<file path="config.mk">
export PLATFORM = sky130hd
export DESIGN_NAME = cga_alu_sseq
export DESIGN_NICKNAME = d
export VERILOG_FILES = /design/src/rtl/cga_alu_sseq.sv
export SDC_FILE = /design/constraint.sdc
export NUM_CORES = 1
export LEC_CHECK = 0
export BUFFER_PORTS_ARGS = -buffer_cell sky130_fd_sc_hd__buf_2
export CAP_MARGIN = 20
export CORE_ASPECT_RATIO = 1.5
export CORE_MARGIN = 1.5
export CORE_UTILIZATION = 49
export CTS_BUF_LIST = sky130_fd_sc_hd__clkbuf_2
export DETAILED_ROUTE_END_ITERATION = 7
export HOLD_SLACK_MARGIN = 0.1
export PLACE_DENSITY = 0.77
export SLEW_MARGIN = 40
export SYNTH_ARGS = -nofsm -noshare
export SYNTH_HDL_FRONTEND = slang
export SYNTH_SLANG_ARGS = --single-unit
export TNS_END_PERCENT = 5
</file>
<file path="constraint.sdc">
create_clock -name sysclk -period 1.4 [get_ports sysclk]
set_input_delay 0.07 -clock sysclk [delete_from_list [all_inputs] [get_ports sysclk]]
set_output_delay 0.07 -clock sysclk [all_outputs]
set_load 0.03 [all_outputs]
</file>
<file path="src/rtl/cga_alu_sseq.sv">
// Multi-cycle SMUX/Q-register sequencer for 16-bit MUL, DIV and SHIFT, one bit per clock.
// Optional macro CGA_ALU_SEQ_DIVFIX_EN adds a FIX cycle that restores a negative DIV remainder.
module cga_alu_sseq (
  input  logic       sysclk,
  input  logic       sys_rst_n,
  input  logic       START,
  input  logic [1:0] OP,
  input  logic [3:0] COUNT,
  input  logic       Q0,
  input  logic       SIGN,
  input  logic       HOLD,
  input  logic       ABORT,
  output logic       SA,
  output logic       SB,
  output logic       FSUB,
  output logic       LDQ,
  output logic       QSHIFT,
  output logic       BUSY,
  output logic       DONE,
  output logic       ERR,
  output logic [4:0] STEP
);

  typedef enum logic [2:0] {S_IDLE, S_INIT, S_RUN, S_FIX, S_FIN} state_t;

  localparam logic [1:0] OP_MUL   = 2'b00;
  localparam logic [1:0] OP_DIV   = 2'b01;
  localparam logic [1:0] OP_SHIFT = 2'b10;
  localparam logic [1:0] OP_ILL   = 2'b11;

  state_t     r_state, w_next;
  logic [1:0] r_op;
  logic [3:0] r_cnt;
  logic [4:0] r_step;
  logic       r_err;
  logic [3:0] w_last_idx;
  logic       w_last_step;
  logic       w_fix_req;
  logic       w_start_ok;
  logic       w_start_bad;
  logic [1:0] w_sel;

  // COUNT of 0 wraps to a last index of 15, i.e. 16 steps
  assign w_last_idx  = (r_op == OP_SHIFT) ? (r_cnt - 4'd1) : 4'd15;
  assign w_last_step = (r_step == {1'b0, w_last_idx});

`ifdef CGA_ALU_SEQ_DIVFIX_EN
  assign w_fix_req = (r_op == OP_DIV) && SIGN;
`else
  assign w_fix_req = 1'b0;
`endif

  assign w_start_ok  = (r_state == S_IDLE) && START && !ABORT && (OP != OP_ILL);
  assign w_start_bad = (r_state == S_IDLE) && START && !ABORT && (OP == OP_ILL);

  always_comb begin
    w_next = r_state;
    if (ABORT) begin
      w_next = S_IDLE;
    end else begin
      case (r_state)
        S_IDLE:  if (w_start_ok) w_next = S_INIT;
        S_INIT:  if (!HOLD) w_next = S_RUN;
        S_RUN:   if (!HOLD && w_last_step) w_next = w_fix_req ? S_FIX : S_FIN;
        S_FIX:   if (!HOLD) w_next = S_FIN;
        S_FIN:   w_next = S_IDLE;
        default: w_next = S_IDLE;
      endcase
    end
  end

  always_ff @(posedge sysclk or negedge sys_rst_n) begin
    if (!sys_rst_n) begin
      r_state <= S_IDLE;
      r_op    <= OP_MUL;
      r_cnt   <= 4'd0;
      r_step  <= 5'd0;
      r_err   <= 1'b0;
    end else begin
      r_state <= w_next;
      r_err   <= w_start_bad;
      if (w_start_ok) begin
        r_op   <= OP;
        r_cnt  <= COUNT;
        r_step <= 5'd0;
      end else if (ABORT) begin
        r_step <= 5'd0;
      end else if (r_state == S_RUN && !HOLD) begin
        r_step <= r_step + 5'd1;
      end
    end
  end

  // Q0 and SIGN feed the selects combinationally so the ALU sees this step's decision
  always_comb begin
    w_sel  = 2'b11;
    FSUB   = 1'b0;
    LDQ    = 1'b0;
    QSHIFT = 1'b0;
    BUSY   = 1'b0;
    DONE   = 1'b0;
    case (r_state)
      S_INIT: begin
        w_sel = 2'b00;
        BUSY  = 1'b1;
        LDQ   = !HOLD;
      end
      S_RUN: begin
        BUSY   = 1'b1;
        QSHIFT = !HOLD;
        case (r_op)
          OP_MUL: w_sel = Q0 ? 2'b01 : 2'b10;
          OP_DIV: begin
            w_sel = 2'b01;
            FSUB  = (r_step == 5'd0) ? 1'b1 : !SIGN;
          end
          default: w_sel = 2'b00;
        endcase
      end
      S_FIX: begin
        w_sel = 2'b01;
        BUSY  = 1'b1;
      end
      S_FIN:   DONE = 1'b1;
      default: w_sel = 2'b11;
    endcase
  end

  assign SA   = w_sel[0];
  assign SB   = w_sel[1];
  assign ERR  = r_err;
  assign STEP = r_step;

endmodule

</file>
==> Yosys cells after proc, flatten, opt, wreduce, memory -nomap -nowiden <==
Cells that the tools add are included.
{ "word_totals": {"mem_count": 0, "input_bits": 13, "ff_bits": 15, "romBits": 0, "output_inout_bits": 13, "wordCells": 55, "mem_bits_rw": 0, "latch_bits": 0} }
{ "op_classes": {"n_mux": 20, "bitwise": 0, "shifts": 0, "div_mod_pow": 0, "order_cmp": 0, "n_eq_ne": 13, "n_reduce_logical": 15, "addsub": 2, "multipliers": 0} }
{ "ops": {"columns": ["operator", "n"], "rows": [
  ["2-to-1 mux 3 bit", 5],
  ["2-to-1 mux 5 bit", 3],
  ["inequality test 3 bit (second input constant)", 4],
  ["one-hot mux 3 bit (4 select lines)", 1],
  ["2-to-1 mux 1 bit", 7],
  ["== test 3 x 2 -> 1 bit (second input constant)", 2],
  ["logical AND 1 bit", 6],
  ["one-hot mux 2 bit (3 select lines)", 1],
  ["adder 5 x 1 -> 5 bit (second input constant)", 1],
  ["== test 5 x 4 -> 1 bit", 1],
  ["zero test 5 bit", 1],
  ["== test 2 bit (second input constant)", 2],
  ["2-to-1 mux 4 bit", 1],
  ["one-hot mux 2 bit (2 select lines)", 1],
  ["AND reduction 4 bit", 1],
  ["subtractor 4 x 1 -> 4 bit (second input constant)", 1],
  ["== test 3 x 1 -> 1 bit (second input constant)", 1],
  ["== test 3 bit (second input constant)", 1],
  ["zero test 1 bit", 3],
  ["zero test 3 bit", 1],
  ["nonzero test 3 bit", 1],
  ["OR reduction 3 bit", 1],
  ["== test 2 x 1 -> 1 bit (second input constant)", 1],
  ["zero test 2 bit", 1],
  ["other kinds (2)", 2]
]} }

==> Logic depth before layout (Yosys ltp) <==
{ "depth": {"depth_word": 7, "depth_mapped": 6, "depth_no_buf": 6} }

==> Worst setup path before layout <==
No wires, ideal clock.
{ "synth_path": {"path_type": "register to register", "startpoint": "reg r_state[0]", "endpoint": "reg r_step[3] (netlist: STEP[3])", "required_ns": 1.269, "path_buffers": 1, "setup_ns": 0.131, "path_slack_ns": -0.269, "arrival_time_ns": 1.538, "path_stages_with_launch": 6, "synth_period_minus_slack_ns": 1.669, "path_cell_list": "dfrtp_1 buf_4 nor4b_4 nand4_1 xor2_1 nor3_2"} }
{ "synth_between": {"elab_chain_cells": 5, "word_cells_on_any_way": 8, "classes_between": "eq/ne (1); mux (1); reduce/logical (6)"} }
{ "synth_lines": {"columns": ["element", "line", "rtl"], "rows": [
  ["start, declared", "31", "state_t r_state, w_next;"],
  ["start signal, assigned", "80", "r_state <= w_next;"],
  ["zero test 3 bit", "53", "assign w_start_ok = (r_state == S_IDLE) && START && !ABORT && (OP != OP_ILL);"],
  ["logical AND 1 bit (3 in series)", "53", null],
  ["nonzero test 3 bit (no source line) or 2-to-1 mux 5 bit (tied branches)", null, null],
  ["end signal, assigned", "89", "r_step <= r_step + 5'd1;"],
  ["end, declared", "34", "logic [4:0] r_step;"]
]} }
Parallel ways exist; a longest one is shown, timed or not.
A chain may end at the register's enable or synchronous reset.

==> Final worst setup path <==
{ "layout_path": {"startpoint": "reg r_step[0] (netlist: STEP[0])", "endpoint": "out FSUB"} }
{ "layout_between": {"elab_chain_cells": 4} }
{ "layout_lines": {"columns": ["element", "line", "rtl"], "rows": [
  ["zero test 5 bit", "115", "FSUB = (r_step == 5'd0) ? 1'b1 : !SIGN;"],
  ["2-to-1 mux 1 bit", "115", null],
  ["2-to-1 mux 1 bit", "111", "case (r_op)"],
  ["2-to-1 mux 1 bit", "102", "case (r_state)"],
  ["end, declared", "15", "output logic FSUB,"]
]} }
Every way passes these cells.

==> flow_summary_export.csv <==
group,metric,value,unit
finish,post_route_cells_drive_above_1_share,0.5099,
logic_synthesis,synth_fp_nets,109,
clocking,later_pin_clock_latency_in_the_skew_report,0.30,ns
floorplan,die_area,2315,sq um
pwr,power.combinational.fraction,0.584,
drt,detail_route.vias_per_cell,5.488,
clocking,total_number_of_h_tree_levels,1,
sta,hold_viol,0,
critical_path,slowest_stage,"sky130_fd_sc_hd__dfrtp_1",
pwr,power.share.sequential,0.313,
drt,wire_per_inst,13.88,microns
sta,post-route-worst-setup-slack,-0.2580,ns
finish,antenna_cells,0,
logic_synthesis,fraction_of_registers_with_async_set_or_reset_after_synthesis,1.000,
sta,slew_headroom,0.7506,
run_status,outcome,"complete, but fails checks",
pwr,internal_power,1.267,mW
clocking,ctsRootBufferMaster,"sky130_fd_sc_hd__clkbuf_2",
finish,area_growth,45.53,%
flow_run,drv_cap,0,
pwr,p_clk_frac,0.103,
global_route,grt_max_degree,16,
run_status,violations,"setup timing",
sta,worst_pin_slew,0.3707,ns
logic_synthesis,synth_warnings,0,
finish,most_common_cell_after_layout_fill_and_taps_aside,"sky130_fd_sc_hd__buf_4",
finish,fin_nets,168,
critical_path,crit_required,1.33,ns
sta,finalCriticalPeriod,1.658,ns
clocking,tritoncts,"built",
sta,fin_skew,0.003535,ns
drt,detail_route.iter0.violations,10,
pwr,power.switching_fraction,0.3996,
clocking,cts_num_sinks,15,
floorplan,floorplan.die.height,58.18,microns
logic_synthesis,syn-instance-count,93,
sta,final_min_period_over_clock_period,1.184,
sta,grt_setup_unrepaired,"yes",
logic_synthesis,synth_seq_area_share,0.3774,
logic_synthesis,synth_cell_type_count,45,
critical_path,critical_path.top_delay_family,"flip-flops",
pwr,p_sw,843.4,uW
logic_synthesis,syn_area,994.7,sq um
clocking,tritoncts.num_buffers,3,
drt,first_drt_pass_iteration_count,4,
critical_path,worst_path_arrival_time,1.59,ns
logic_synthesis,synth_ff_type,"sky130_fd_sc_hd__dfrtp_1",
critical_path,setup.worst_path.end_class,"output pin",
floorplan,core_area,1878,sq um
finish,fill_cells,133,
sta,setup_total_negative_slack,-1.125,ns
worst_hold_path,hp-class,"input pin to flip-flop",
global_route,globalRoute.totalOverflow,0,
global_route,grt_first_pass_wirelength,3.933,mm
global_route,globalRouteTotalUtil,0.2434,
pwr,static-leakage-power,0.7179,nW
drt,ant_nets,0,
floorplan,initial_core_util,0.5296,
clocking,cts-root-to-sink-buffers,2,
critical_path,timing_worst_setup_path_type,"flip-flop to output pin",
sta,fmaxAchievable,603.1,MHz
critical_path,cp_slowest_stage_delay,0.42,ns
finish,mostFrequentLayoutCells,"25 x sky130_fd_sc_hd__buf_4, 20 x sky130_fd_sc_hd__buf_2, 12 x sky130_fd_sc_hd__dfrtp_1",
pwr,powerDensity,1458,nW/um^2
sta,final-setup-viol-count,6,
drt,via_count,944,
clocking,clk_pin_slew_worst_paths,0.16,ns
global_route,antenna_found_initial,0,
critical_path,crit_path_cell_trace,"inv_2 > ha_1 > inv_1 > o41ai_2 > and4b_1 > buf_6",
sta,final_number_of_max_transition_violations,0,
floorplan,io_pins,26,
logic_synthesis,number_of_enable_flip_flop_cells_after_synthesis,0,
critical_path,worstPathMaxFanout,2,
pwr,vdd_drop_max,1275,uV
placed_design,placedCellCount,156,
logic_synthesis,syn_avg_cell_area,10.70,sq um
drt,routed_wl,2.387,mm
critical_path,timing.critical_path.from_type,"flip-flop",
global_route,grt_pass1_vias,987,
placed_design,place.detailed.hpwl,1.726,mm
floorplan,die_w,39.79,microns
drt,drc,0,
logic_synthesis,synth_seq_cells,15,
floorplan,placementRows,19,
critical_path,cp_num_buf_inv,3,
placed_design,globalplace.congestion,0.7786,
finish,final_cell_count_no_fill,172,
placed_design,number_of_i_o_port_buffers,25,
area by class of cell:
type | count | area, sq um | share of cell area
Clock buffer | 3 | 15.01 | 0.01037
Tap cell | 21 | 26.28 | 0.01815
Clock inverter | 1 | 5.005 | 0.003457
Sequential cell | 15 | 379.1 | 0.2619
Multi-Input combinational cell | 70 | 593.1 | 0.4097
Inverter | 5 | 18.77 | 0.01296
Timing Repair Buffer | 57 | 410.4 | 0.2835
worst min-delay path: stages:
cell and delay, ns:
sky130_fd_sc_hd__buf_2 0.10, sky130_fd_sc_hd__nand3_2 0.09, sky130_fd_sc_hd__buf_4 0.14, sky130_fd_sc_hd__nor2_1 0.05
cells in the mapped netlist (2+ instances only):
cell | n | share of area
sky130_fd_sc_hd__mux2_4 | 4 | 0.060
sky130_fd_sc_hd__xor2_1 | 4 | 0.035
sky130_fd_sc_hd__nor2b_1 | 2 | 0.013
sky130_fd_sc_hd__xnor2_1 | 2 | 0.018
sky130_fd_sc_hd__nand4_1 | 2 | 0.013
sky130_fd_sc_hd__buf_6 | 2 | 0.023
sky130_fd_sc_hd__o21ai_0 | 3 | 0.015
sky130_fd_sc_hd__nor3_1 | 4 | 0.020
sky130_fd_sc_hd__nor2_1 | 6 | 0.023
sky130_fd_sc_hd__nor4_1 | 3 | 0.019
sky130_fd_sc_hd__nand3b_1 | 2 | 0.015
sky130_fd_sc_hd__inv_1 | 5 | 0.019
sky130_fd_sc_hd__ha_1 | 3 | 0.038
sky130_fd_sc_hd__nand2_1 | 2 | 0.0075
sky130_fd_sc_hd__nand2b_1 | 3 | 0.019
sky130_fd_sc_hd__dfrtp_1 | 15 | 0.38
sky130_fd_sc_hd__nor3_2 | 2 | 0.020
sky130_fd_sc_hd__nand3_1 | 2 | 0.010
power groups by stage:
stage               clock, mW  sequential [mW]  combinational, mW
global placement            0            0.651               1.10
floorplan                   0            0.667              0.708
finish                  0.217            0.661               1.23
detailed placement          0            0.657               1.13
global route            0.238            0.680               1.34
CTS                     0.221            0.656               1.22
layer usage:
layer | GRT usage | up-vias | routed length, microns
met5 | 0 | - | 0
met3 | 0.04598 | 8 | 81
met1 | 0.2550 | 448 | 942
met2 | 0.4379 | 27 | 1294
met4 | 0.1084 | 0 | 69
li1 | - | 461 | -
flip-flops by register name (all words and copies together) (netlist names):
signal / cells
r_op: 2
r_cnt: 4
r_state: 3
ERR: 1
STEP: 5
worst paths after layout:
path	startpoint	endpoint	slack, ns	cells after the start
worst min register to register	r_cnt[3]	r_cnt[3]	0.58	1
worst min-delay path	START	ERR	0.16	4
max in group asynchronous	sys_rst_n	r_state[2]	0.94	2
worst max-delay path	STEP[0]	FSUB	-0.26	6
worst max register to register	r_cnt[0]	r_state[2]	-0.24	6
min in group asynchronous	sys_rst_n	r_op[1]	0.18	2
through the flow:
| stage | instance area [sq um] | power [mW] | util | worst slack (ns) | hold slack (ns) |
|---|---|---|---|---|---|
| after floorplan | 994.7 | 1.375 | - | -0.2648 | -0.2256 |
| after global placement | 1266 | 1.748 | 0.6742 | -0.1773 | -0.006634 |
| after detailed placement | 1266 | 1.785 | 0.6742 | -0.2173 | -0.0003847 |
| after CTS | 1439 | 2.098 | 0.7662 | -0.2664 | 0.1435 |
| after global routing | 1448 | 2.259 | 0.7708 | -0.3511 | 0.1612 |
| final | 1448 | 2.111 | 0.7708 | -0.2580 | 0.1609 |
repair_timing:
action | CTS | global route
endpoints found under the setup margin | 17 | 17
resized for setup | 14 | 4
hold buffers | 10 | 0
gates cloned | 0 | 0
pin swaps | 4 | 2
hold endpoints to repair | 28 | 0
buffers inserted | 2 | 0
cells by family (layout without fill, tap and decap cells):
| logic type | count (synthesis) | in the layout | share of synthesized area |
|---|---|---|---|
| compound gates | 17 | 17 | 0.1447 |
| fa+ha+maj | 3 | 3 | 0.03774 |
| mux | 5 | 5 | 0.07044 |
| xor+xnor | 6 | 6 | 0.05283 |
| flops | 15 | 15 | 0.3774 |
| buf+inv | 8 | 66 | 0.04906 |
| simple gates | 39 | 39 | 0.2679 |
(Power assumes the default switching activity.)
